File: src/rtl/alu_4bit.sv
// Registered ALU for the CPU datapath: computes a result plus carry/zero flags
// from two unsigned operands and captures them one clock after in_valid.
module alu_4bit #(
  parameter int WIDTH = 4
) (
  input  logic             clk,
  input  logic             rst_n,
  input  logic             in_valid,
  input  logic [WIDTH-1:0] a,
  input  logic [WIDTH-1:0] b,
  input  logic [2:0]       alu_sel,
  output logic [WIDTH-1:0] result,
  output logic             carry,
  output logic             zero,
  output logic             out_valid
);

  typedef enum logic [2:0] {
    OP_ADD = 3'b000,
    OP_SUB = 3'b001,
    OP_AND = 3'b010,
    OP_OR  = 3'b011,
    OP_XOR = 3'b100,
    OP_NOT = 3'b101,
    OP_SHL = 3'b110,
    OP_SHR = 3'b111
  } alu_op_e;

  alu_op_e          op;
  logic [WIDTH:0]   sum_ext;
  logic [WIDTH:0]   diff_ext;
  logic [WIDTH-1:0] alu_res;
  logic             alu_carry;

  logic [WIDTH-1:0] result_d, result_q;
  logic             carry_d, carry_q;
  logic             zero_d, zero_q;
  logic             out_valid_d, out_valid_q;

  assign op       = alu_op_e'(alu_sel);
  // Extended by one bit so the top bit is the carry-out (ADD) or borrow (SUB).
  assign sum_ext  = {1'b0, a} + {1'b0, b};
  assign diff_ext = {1'b0, a} - {1'b0, b};

  always_comb begin
    alu_res   = '0;
    alu_carry = 1'b0;
    case (op)
      OP_ADD: begin
        alu_res   = sum_ext[WIDTH-1:0];
        alu_carry = sum_ext[WIDTH];
      end
      OP_SUB: begin
        alu_res   = diff_ext[WIDTH-1:0];
        alu_carry = diff_ext[WIDTH];
      end
      OP_AND: alu_res = a & b;
      OP_OR:  alu_res = a | b;
      OP_XOR: alu_res = a ^ b;
      OP_NOT: alu_res = ~a;
      OP_SHL: begin
        alu_res   = {a[WIDTH-2:0], 1'b0};
        alu_carry = a[WIDTH-1];
      end
      OP_SHR: begin
        alu_res   = {1'b0, a[WIDTH-1:1]};
        alu_carry = a[0];
      end
      default: begin
        alu_res   = '0;
        alu_carry = 1'b0;
      end
    endcase
  end

  always_comb begin
    result_d    = result_q;
    carry_d     = carry_q;
    zero_d      = zero_q;
    out_valid_d = in_valid;
    if (in_valid) begin
      result_d = alu_res;
      carry_d  = alu_carry;
      zero_d   = (alu_res == '0);
    end
  end

  // Zero resets high so the flag agrees with the cleared result.
  always_ff @(posedge clk or negedge rst_n) begin
    if (!rst_n) begin
      result_q    <= '0;
      carry_q     <= 1'b0;
      zero_q      <= 1'b1;
      out_valid_q <= 1'b0;
    end else begin
      result_q    <= result_d;
      carry_q     <= carry_d;
      zero_q      <= zero_d;
      out_valid_q <= out_valid_d;
    end
  end

  assign result    = result_q;
  assign carry     = carry_q;
  assign zero      = zero_q;
  assign out_valid = out_valid_q;

endmodule

File: config.mk
export PLATFORM = sky130hd
export DESIGN_NAME = alu_4bit
export DESIGN_NICKNAME = d
export VERILOG_FILES = /design/src/rtl/alu_4bit.sv
export SDC_FILE = /design/constraint.sdc
export NUM_CORES = 1
export LEC_CHECK = 0
export BUFFER_PORTS_ARGS = -buffer_cell sky130_fd_sc_hd__buf_2
export CORE_MARGIN = 3
export CORE_UTILIZATION = 33
export CTS_BUF_LIST = sky130_fd_sc_hd__clkbuf_16
export DETAILED_ROUTE_END_ITERATION = 16
export GPL_TIMING_DRIVEN = 0
export MAX_ROUTING_LAYER = met4
export SLEW_MARGIN = 20
export SYNTH_ARGS = -nofsm -noshare
export SYNTH_HDL_FRONTEND = slang
export SYNTH_SLANG_ARGS = --single-unit
File: constraint.sdc
create_clock -name clk -period 1.2 [get_ports clk]
set_clock_uncertainty 0.2 [all_clocks]
set_input_delay 0.24 -clock clk [delete_from_list [all_inputs] [get_ports clk]]
set_output_delay 0.24 -clock clk [all_outputs]
set_load 0.03 [all_outputs]
==> results.md, run 1 <==
| Quantity | Value | Unit |
| --- | --- | --- |
| Leading cell types by count after synthesis | 14 x sky130_fd_sc_hd__inv_1, 12 x sky130_fd_sc_hd__ha_1, 8 x sky130_fd_sc_hd__nor2_1 | - |
| Power density normalized to cell area | 944 | mW/mm2 |
| Register-to-register setup slack | 0.10 | ns |
| IR Drop Worst-Case VDD | 1110 | uV |
| Number of register bits inferred by synthesis | 7 | - |
| Data arrival time of the critical path | 1.84 | ns |
| Crit-path slowest cell | sky130_fd_sc_hd__or4b_4 | - |
| Multi-input logic area | 845 | um2 |
| Clock Sink Count | 7 | - |
| Yosys warns | 0 | - |
| Full die area | 0.00350 | mm2 |
| Failing checks | setup timing | - |
| Final setup violation count | 9 | - |
| Final global-route overflow total | 0 | - |
| Via count of the first global-routing pass | 886 | - |
| Setup crit start kind | input port | - |
| Library cells used by synthesis | 45 | - |
| Number of standard cells after synthesis | 105 | - |
| Chip width | 59.2 | um |
| Post-CTS clock slew at the launch and capture registers of the worst setup and hold paths | 0.04 | ns |
| Worst slew margin relative to its limit | 72.3 | % |
| Mean post-synth cell area | 8.89 | um2 |
| Via count | 948 | - |
| Largest net degree at the start of global routing | 11 | - |
| Synth async-reset ratio | 100 | % |
| Combinational family with the most area after synthesis | adder cells | - |
| Leakage power | 0.000727 | uW |
| Power, Total | 1540 | uW |
| Setup repair after global routing missed its margin | yes | - |
| Synth top area cells | sky130_fd_sc_hd__dfrtp_1 16%, sky130_fd_sc_hd__ha_1 16%, sky130_fd_sc_hd__inv_1 5.6% | - |
| Delay of the slowest cell on the worst path | 0.49 | ns |
| Maximum buffer depth of the clock tree | 2 | - |
| Count of H-tree levels built during CTS | 1 | - |
| Antenna Violating Nets Remaining | 0 | - |
| Clk Latency, worst-skew pair | 0.24 | ns |
| Fraction of the mapped netlist area in adder cells | 20.4 | % |
| Worst reg-to-reg path cell count | 2 | - |
| Shortest period the worst path allows | 1.86 | ns |
| Drt wl/cell | 16.0 | um |
| Final count of hold timing violations | 0 | - |
| Vertical die dimension | 59.2 | um |
| Hold WC Path Type | input port to asynchronous set/reset pin | - |
| Synth top area share | 16.1 | % |
| Total number of placement rows | 18 | - |
| Smallest hold slack | 0.169 | ns |
| Register Area | 176 | um2 |
| GRT Total Usage | 15.3 | % |
| Drt initial violations | 25 | - |
| Source of the worst register-to-register timing path | result[3]$_DFFE_PN0P_ | - |
| Fraction of the yosys area taken by sequential cells | 18.9 | % |
| Cell Chain, Critical Path | buf_8 > inv_4 > ha_4 > buf_6 > or4b_4 > nor4_4 > nor3_4 > a21oi_2 > mux2_4 | - |
| IO Count | 21 | - |
| Required time worst endpoint | 1.17 | ns |
| Starting density of the core | 36.0 | % |
| Outcome | finished with violations | - |
| Number of antenna violations at the first check in global routing | 0 | - |
| Vias per Instance | 5.45 | - |
| Antenna fix cells | 0 | - |
| Most numerous cell in the Yosys netlist | sky130_fd_sc_hd__inv_1 | - |
| Count of fill cells added during filler insertion | 217 | - |
| Post-synthesis mux area share | 8.71 | % |
| Startpoint-to-endpoint class of the critical path | input port to flip-flop | - |
| Core Box Area | 0.00259 | mm2 |
| Share of the clock period used by the worst path | 155 | % |
| Xor and xnor fraction of the mapped netlist area | 2.82 | % |
| TritonCTS clock tree | done | - |
| Cell at the root of the clock tree | sky130_fd_sc_hd__clkbuf_16 | - |
| Area growth from synthesis to layout | 75.2 | % |
| Post-synth top flop | sky130_fd_sc_hd__dfrtp_1 | - |
| Sum of routed wire length over all layers | 2780 | um |
| Number of pins with negative max-slew slack in the final report | 0 | - |
| Final weighted congestion in routability-driven placement | 0.829 | - |
| Total nets after synthesis | 133 | - |
| Largest fanout of any net on the critical path | 5 | - |
| Setup crit end kind | flip-flop | - |
| First drt pass iteration count | 4 | - |
| Number of enable-type register cells in the synthesized netlist | 0 | - |
| Fmax | 537 | MHz |
| Remaining DRCs | 0 | - |
| Fin nets | 173 | - |
| Synth Area in Simple Gates | 19.4 | % |
| Critical R2R Capture | result[3]$_DFFE_PN0P_ | - |
| Placed wire-length estimate | 1740 | um |
| Library cell occupying the most area in the post-synthesis netlist | sky130_fd_sc_hd__dfrtp_1 | - |
| First-pass GRT wire length | 3960 | um |
| Port Buffer Count | 19 | - |
| Post-synthesis compound-gate area fraction | 19.8 | % |
| PnR worst setup slack | -0.663 | ns |
| Cts bufs inserted | 3 | - |
| Layout cell share with drive strength beyond 1 | 54.2 | % |
| Cell area after technology mapping | 933 | um2 |
| # Max-Cap Violations | 0 | - |
| Transition time at the pin with the least slew margin | 0.416 | ns |
==> stage by stage <==
step / setup WS (ns) / instance area [um2] / TNS, ns / util (%) / std cells
after detailed placement: -1.04 / 1150 / -5.05 / 44.6 / 154
after global routing: -0.722 / 1640 / -3.54 / 63.1 / 174
final: -0.663 / 1640 / -3.11 / 63.1 / 174
after floorplan: -0.708 / 1020 / -2.92 / - / 105
after CTS: -0.697 / 1440 / -3.00 / 55.6 / 167
after global placement: -1.04 / 1150 / -5.00 / 44.6 / 154
==> what timing repair did <==
item                                    4_1_cts  5_1_grt
pin swaps                                    11        9
resized for setup                            40       29
buffers inserted                              7        7
cloned                                        0        0
hold buffers                                  2        0
endpoints found under the setup margin       12       13
endpoints found under the hold margin         8        0
==> critical path, delay by kind of cell <==
family / cells / cell delay, ns
multiplexers: 1 / 0.18
AND/OR/NAND/NOR: 3 / 0.76
adder cells (fa/ha/maj): 1 / 0.20
buffers and inverters: 3 / 0.28
AO/OA/AOI/OAI: 1 / 0.17
==> flip-flops by register name (all words and copies together), names as in the netlist <==
register and cells:
result 4, carry 1, out_valid 1, zero 1
==> final cells by class <==
type / count / area share (%)
clock inverter: 1 / 0.230
sequential: 7 / 10.8
buffer: 7 / 4.59
multi-input combinational: 77 / 51.6
timing repair buffer: 35 / 21.0
clock buffer: 3 / 4.59
inverter: 14 / 4.90
tap: 30 / 2.30
==> how the worst max path moves through the flow <==
stage	start	endpoint	depth (start not counted)
after floorplan	a[3]	result[3]$_DFFE_PN0P_	7
after CTS	b[3]	result[3]$_DFFE_PN0P_	8
after detailed placement	a[3]	result[3]$_DFFE_PN0P_	8
after global placement	a[3]	result[3]$_DFFE_PN0P_	8
final	b[3]	result[3]$_DFFE_PN0P_	9
after global routing	b[3]	result[3]$_DFFE_PN0P_	9
==> cell usage in the layout (no fill, tap or decap), types with 4 or more instances in the layout <==
| master | synthesis | final |
|---|---|---|
| sky130_fd_sc_hd__buf_6 | 0 | 14 |
| sky130_fd_sc_hd__inv_1 | 14 | 10 |
| sky130_fd_sc_hd__buf_4 | 3 | 10 |
| sky130_fd_sc_hd__buf_2 | 2 | 7 |
| sky130_fd_sc_hd__ha_1 | 12 | 6 |
| sky130_fd_sc_hd__ha_4 | 0 | 6 |
| sky130_fd_sc_hd__dfrtp_1 | 6 | 6 |
| sky130_fd_sc_hd__nor2_1 | 8 | 5 |
| sky130_fd_sc_hd__buf_8 | 0 | 4 |
==> cells by family after synthesis <==
logic type / count (synthesis)
simple gates: 29
xor+xnor: 3
mux: 6
flops: 7
fa+ha+maj: 14
buf+inv: 21
compound gates: 25
==> report_power, final <==
part | leakage (uW) | internal [uW] | switching [uW]
Sequential | 0.0000825 | 271 | 21.9
Combinational | 0.000602 | 346 | 333
Clock | 0.0000423 | 434 | 136
==> routing by layer <==
metal	GRT usage, %	vias up	wire, um
li1	-	449	-
met1	18.6	468	1140
met2	24.3	26	1470
met3	3.49	5	126
met4	6.15	0	48
met5	-	-	0
Note: power is estimated with default switching activity, not from simulation.
==> run 2, diff against run 1 <==
--- a/config.mk
+++ b/config.mk
@@ -6,13 +6,15 @@
 export NUM_CORES = 1
 export LEC_CHECK = 0
 export BUFFER_PORTS_ARGS = -buffer_cell sky130_fd_sc_hd__buf_2
+export CELL_PAD_IN_SITES_DETAIL_PLACEMENT = 1
+export CELL_PAD_IN_SITES_GLOBAL_PLACEMENT = 2
 export CORE_MARGIN = 3
-export CORE_UTILIZATION = 33
+export CORE_UTILIZATION = 31
 export CTS_BUF_LIST = sky130_fd_sc_hd__clkbuf_16
 export DETAILED_ROUTE_END_ITERATION = 16
 export GPL_TIMING_DRIVEN = 0
 export MAX_ROUTING_LAYER = met4
-export SLEW_MARGIN = 20
+export PLACE_DENSITY_LB_ADDON = 0.1
 export SYNTH_ARGS = -nofsm -noshare
 export SYNTH_HDL_FRONTEND = slang
 export SYNTH_SLANG_ARGS = --single-unit
==> run 2 against run 1 <==
The flow still finishes with violations (setup timing). Global-route usage grew 1.6 points. Utilization down 4.1 points. Clock-buffer cell count unchanged. Critical endpoint unchanged. Highest routed layer unchanged.
==> results.md, run 2 (synthesis results as in run 1) <==
| Quantity | Value | Unit | vs previous |
| --- | --- | --- | --- |
| Worst slew margin relative to its limit | 73.6 | % | was 72.3% |
| Fin nets | 177 | - | was 173 |
| Final setup violation count | 10 | - | was 9 |
| Via count of the first global-routing pass | 923 | - | was 886 |
| First-pass GRT wire length | 4480 | um | was 3960 um |
| Multi-input logic area | 821 | um2 | was 845 um2 |
| Startpoint-to-endpoint class of the critical path | input port to flip-flop | - | unchanged |
| Chip width | 60.9 | um | was 59.2 um |
| Shortest period the worst path allows | 1.90 | ns | was 1.86 ns |
| Drt wl/cell | 17.6 | um | was 16.0 um |
| Port Buffer Count | 19 | - | unchanged |
| Setup repair after global routing missed its margin | yes | - | unchanged |
| Commonest non-fill, non-tap cells in the layout | 15 x sky130_fd_sc_hd__buf_4, 12 x sky130_fd_sc_hd__buf_6, 9 x sky130_fd_sc_hd__inv_1, 8 x sky130_fd_sc_hd__buf_2, 7 x sky130_fd_sc_hd__nor2_1 | - | was 14 x sky130_fd_sc_hd__buf_6, 10 x sky130_fd_sc_hd__inv_1, 10 x sky130_fd_sc_hd__buf_4, 7 x sky130_fd_sc_hd__buf_2 |
| Layout cell share with drive strength beyond 1 | 56.8 | % | was 54.2% |
| Final weighted congestion in routability-driven placement | 0.761 | - | was 0.829 |
| Max reg flops | 4 | - | unchanged |
| Count of fill cells added during filler insertion | 304 | - | was 217 |
| Failing checks | setup timing | - | unchanged |
| Vertical die dimension | 60.9 | um | was 59.2 um |
| Remaining DRCs | 0 | - | unchanged |
| Area growth from synthesis to layout | 77.5 | % | was 75.2% |
| Final global-route overflow total | 0 | - | unchanged |
| Via count | 951 | - | was 948 |
| Required time worst endpoint | 1.12 | ns | was 1.17 ns |
| PnR worst setup slack | -0.698 | ns | was -0.663 ns |
| Cell at the root of the clock tree | sky130_fd_sc_hd__clkbuf_16 | - | unchanged |
| IO Count | 21 | - | unchanged |
| Core utilization of the finished layout | 59.1 | % | was 63.1% |
| Sum of routed wire length over all layers | 3150 | um | was 2780 um |
| Cts bufs inserted | 3 | - | unchanged |
| Most common cell after layout, fill and taps aside | sky130_fd_sc_hd__buf_4 | - | was sky130_fd_sc_hd__buf_6 |
| Antenna fix cells | 0 | - | unchanged |
| Hold WC Path Type | input port to asynchronous set/reset pin | - | unchanged |
| GRT Total Usage | 16.9 | % | was 15.3% |
| Starting density of the core | 33.3 | % | was 36.0% |
| Core Box Area | 0.00281 | mm2 | was 0.00259 mm2 |
| First drt pass iteration count | 4 | - | unchanged |
| Full die area | 0.00371 | mm2 | was 0.00350 mm2 |
| Post-CTS clock slew at the launch and capture registers of the worst setup and hold paths | 0.04 | ns | about the same |
| Fmax | 527 | MHz | was 537 MHz |
| Number of pins with negative max-slew slack in the final report | 0 | - | unchanged |
| Power density normalized to cell area | 947 | mW/mm2 | was 944 mW/mm2 |
| Largest fanout of any net on the critical path | 2 | - | was 5 |
| Outcome | finished with violations | - | unchanged |
| Setup crit start kind | input port | - | unchanged |
| Total number of placement rows | 19 | - | was 18 |
| Final count of hold timing violations | 0 | - | unchanged |
| Setup crit end kind | flip-flop | - | unchanged |
| Maximum buffer depth of the clock tree | 2 | - | unchanged |
| # Max-Cap Violations | 0 | - | unchanged |
| Number of antenna violations at the first check in global routing | 0 | - | unchanged |
| Antenna Violating Nets Remaining | 0 | - | unchanged |
| Vias per Instance | 5.31 | - | was 5.45 |
| Leakage power | 0.000744 | uW | was 0.000727 uW |
| IR Drop Worst-Case VDD | 672 | uV | was 1110 uV |
| Clk Latency, worst-skew pair | 0.23 | ns | was 0.24 ns |
| Drt initial violations | 24 | - | was 25 |
| Worst setup slack after placement | -1.09 | ns | was -1.04 ns |
| Transition time at the pin with the least slew margin | 0.397 | ns | was 0.416 ns |
| Share of the clock period used by the worst path | 158 | % | was 155% |
| Placed wire-length estimate | 2030 | um | was 1740 um |
| Register Area | 176 | um2 | unchanged |
| Largest net degree at the start of global routing | 11 | - | unchanged |
| Count of H-tree levels built during CTS | 1 | - | unchanged |
| Data arrival time of the critical path | 1.82 | ns | was 1.84 ns |
| TritonCTS clock tree | done | - | unchanged |
| Clock Sink Count | 7 | - | unchanged |
==> run 2: area by class of cell <==
class / instances / area share, %
timing repair buffer: 39 / 22.9
inverter: 14 / 5.14
buffer: 7 / 4.61
clock inverter: 1 / 0.302
sequential: 7 / 10.6
multi-input combinational: 77 / 49.5
tap: 31 / 2.34
clock buffer: 3 / 4.53
==> run 2: repair_timing <==
action | in CTS | in global routing
resized for setup | 34 | 31
gates cloned | 0 | 1
setup buffers | 6 | 11
endpoints found under the hold margin | 8 | 0
setup endpoints to repair | 12 | 13
pin swaps | 10 | 3
hold buffers | 2 | 0
==> run 2: metal layers <==
metal / track usage [%] / vias to the layer above / routed length [um]
li1: - / 456 / -
met1: 22.1 / 475 / 1450
met2: 27.8 / 17 / 1600
met3: 2.77 / 3 / 85
met4: 3.10 / 0 / 17
met5: - / - / 0
==> run 2: stage by stage <==
stage | setup TNS (ns) | power, uW | instances | hold WS (ns) | area [um2]
final | -3.07 | 1570 | 179 | 0.197 | 1660
after global routing | -3.54 | 1660 | 179 | 0.197 | 1660
after CTS | -3.29 | 1430 | 167 | 0.177 | 1420
after detailed placement | -5.23 | 749 | 155 | -0.114 | 1160
after global placement | -5.15 | 741 | 155 | -0.123 | 1160
after floorplan | -2.92 | 606 | 105 | -0.256 | 1020
==> run 2: path summary, 6_finish.rpt <==
| check | from | end | slack (ns) | cells after the start |
|---|---|---|---|---|
| setup / recovery | b[3] | result[3]$_DFFE_PN0P_ | -0.70 | 8 |
| hold / removal | rst_n | result[3]$_DFFE_PN0P_ | 0.20 | 2 |
| setup reg to reg | result[2]$_DFFE_PN0P_ | result[2]$_DFFE_PN0P_ | 0.10 | 2 |
| hold reg to reg | result[0]$_DFFE_PN0P_ | result[0]$_DFFE_PN0P_ | 0.36 | 2 |
| max in group asynchronous | rst_n | zero$_DFFE_PN1P_ | 0.37 | 2 |
| min in group clk | alu_sel[0] | carry$_DFFE_PN0P_ | 0.24 | 4 |
==> run 2: power breakdown <==
group | switching (uW) | internal, uW | total [uW]
Sequential | 22.5 | 271 | 294
Combinational | 341 | 358 | 699
Clock | 137 | 438 | 575
Total | 501 | 1070 | 1570
==> run 2: worst max-delay path, cell delays in order <==
cell	delay, ns
sky130_fd_sc_hd__buf_8	0.10
sky130_fd_sc_hd__inv_6	0.05
sky130_fd_sc_hd__ha_4	0.20
sky130_fd_sc_hd__or2b_1	0.22
sky130_fd_sc_hd__mux4_2	0.46
sky130_fd_sc_hd__nor3_2	0.21
sky130_fd_sc_hd__a21oi_2	0.07
sky130_fd_sc_hd__mux2_4	0.27
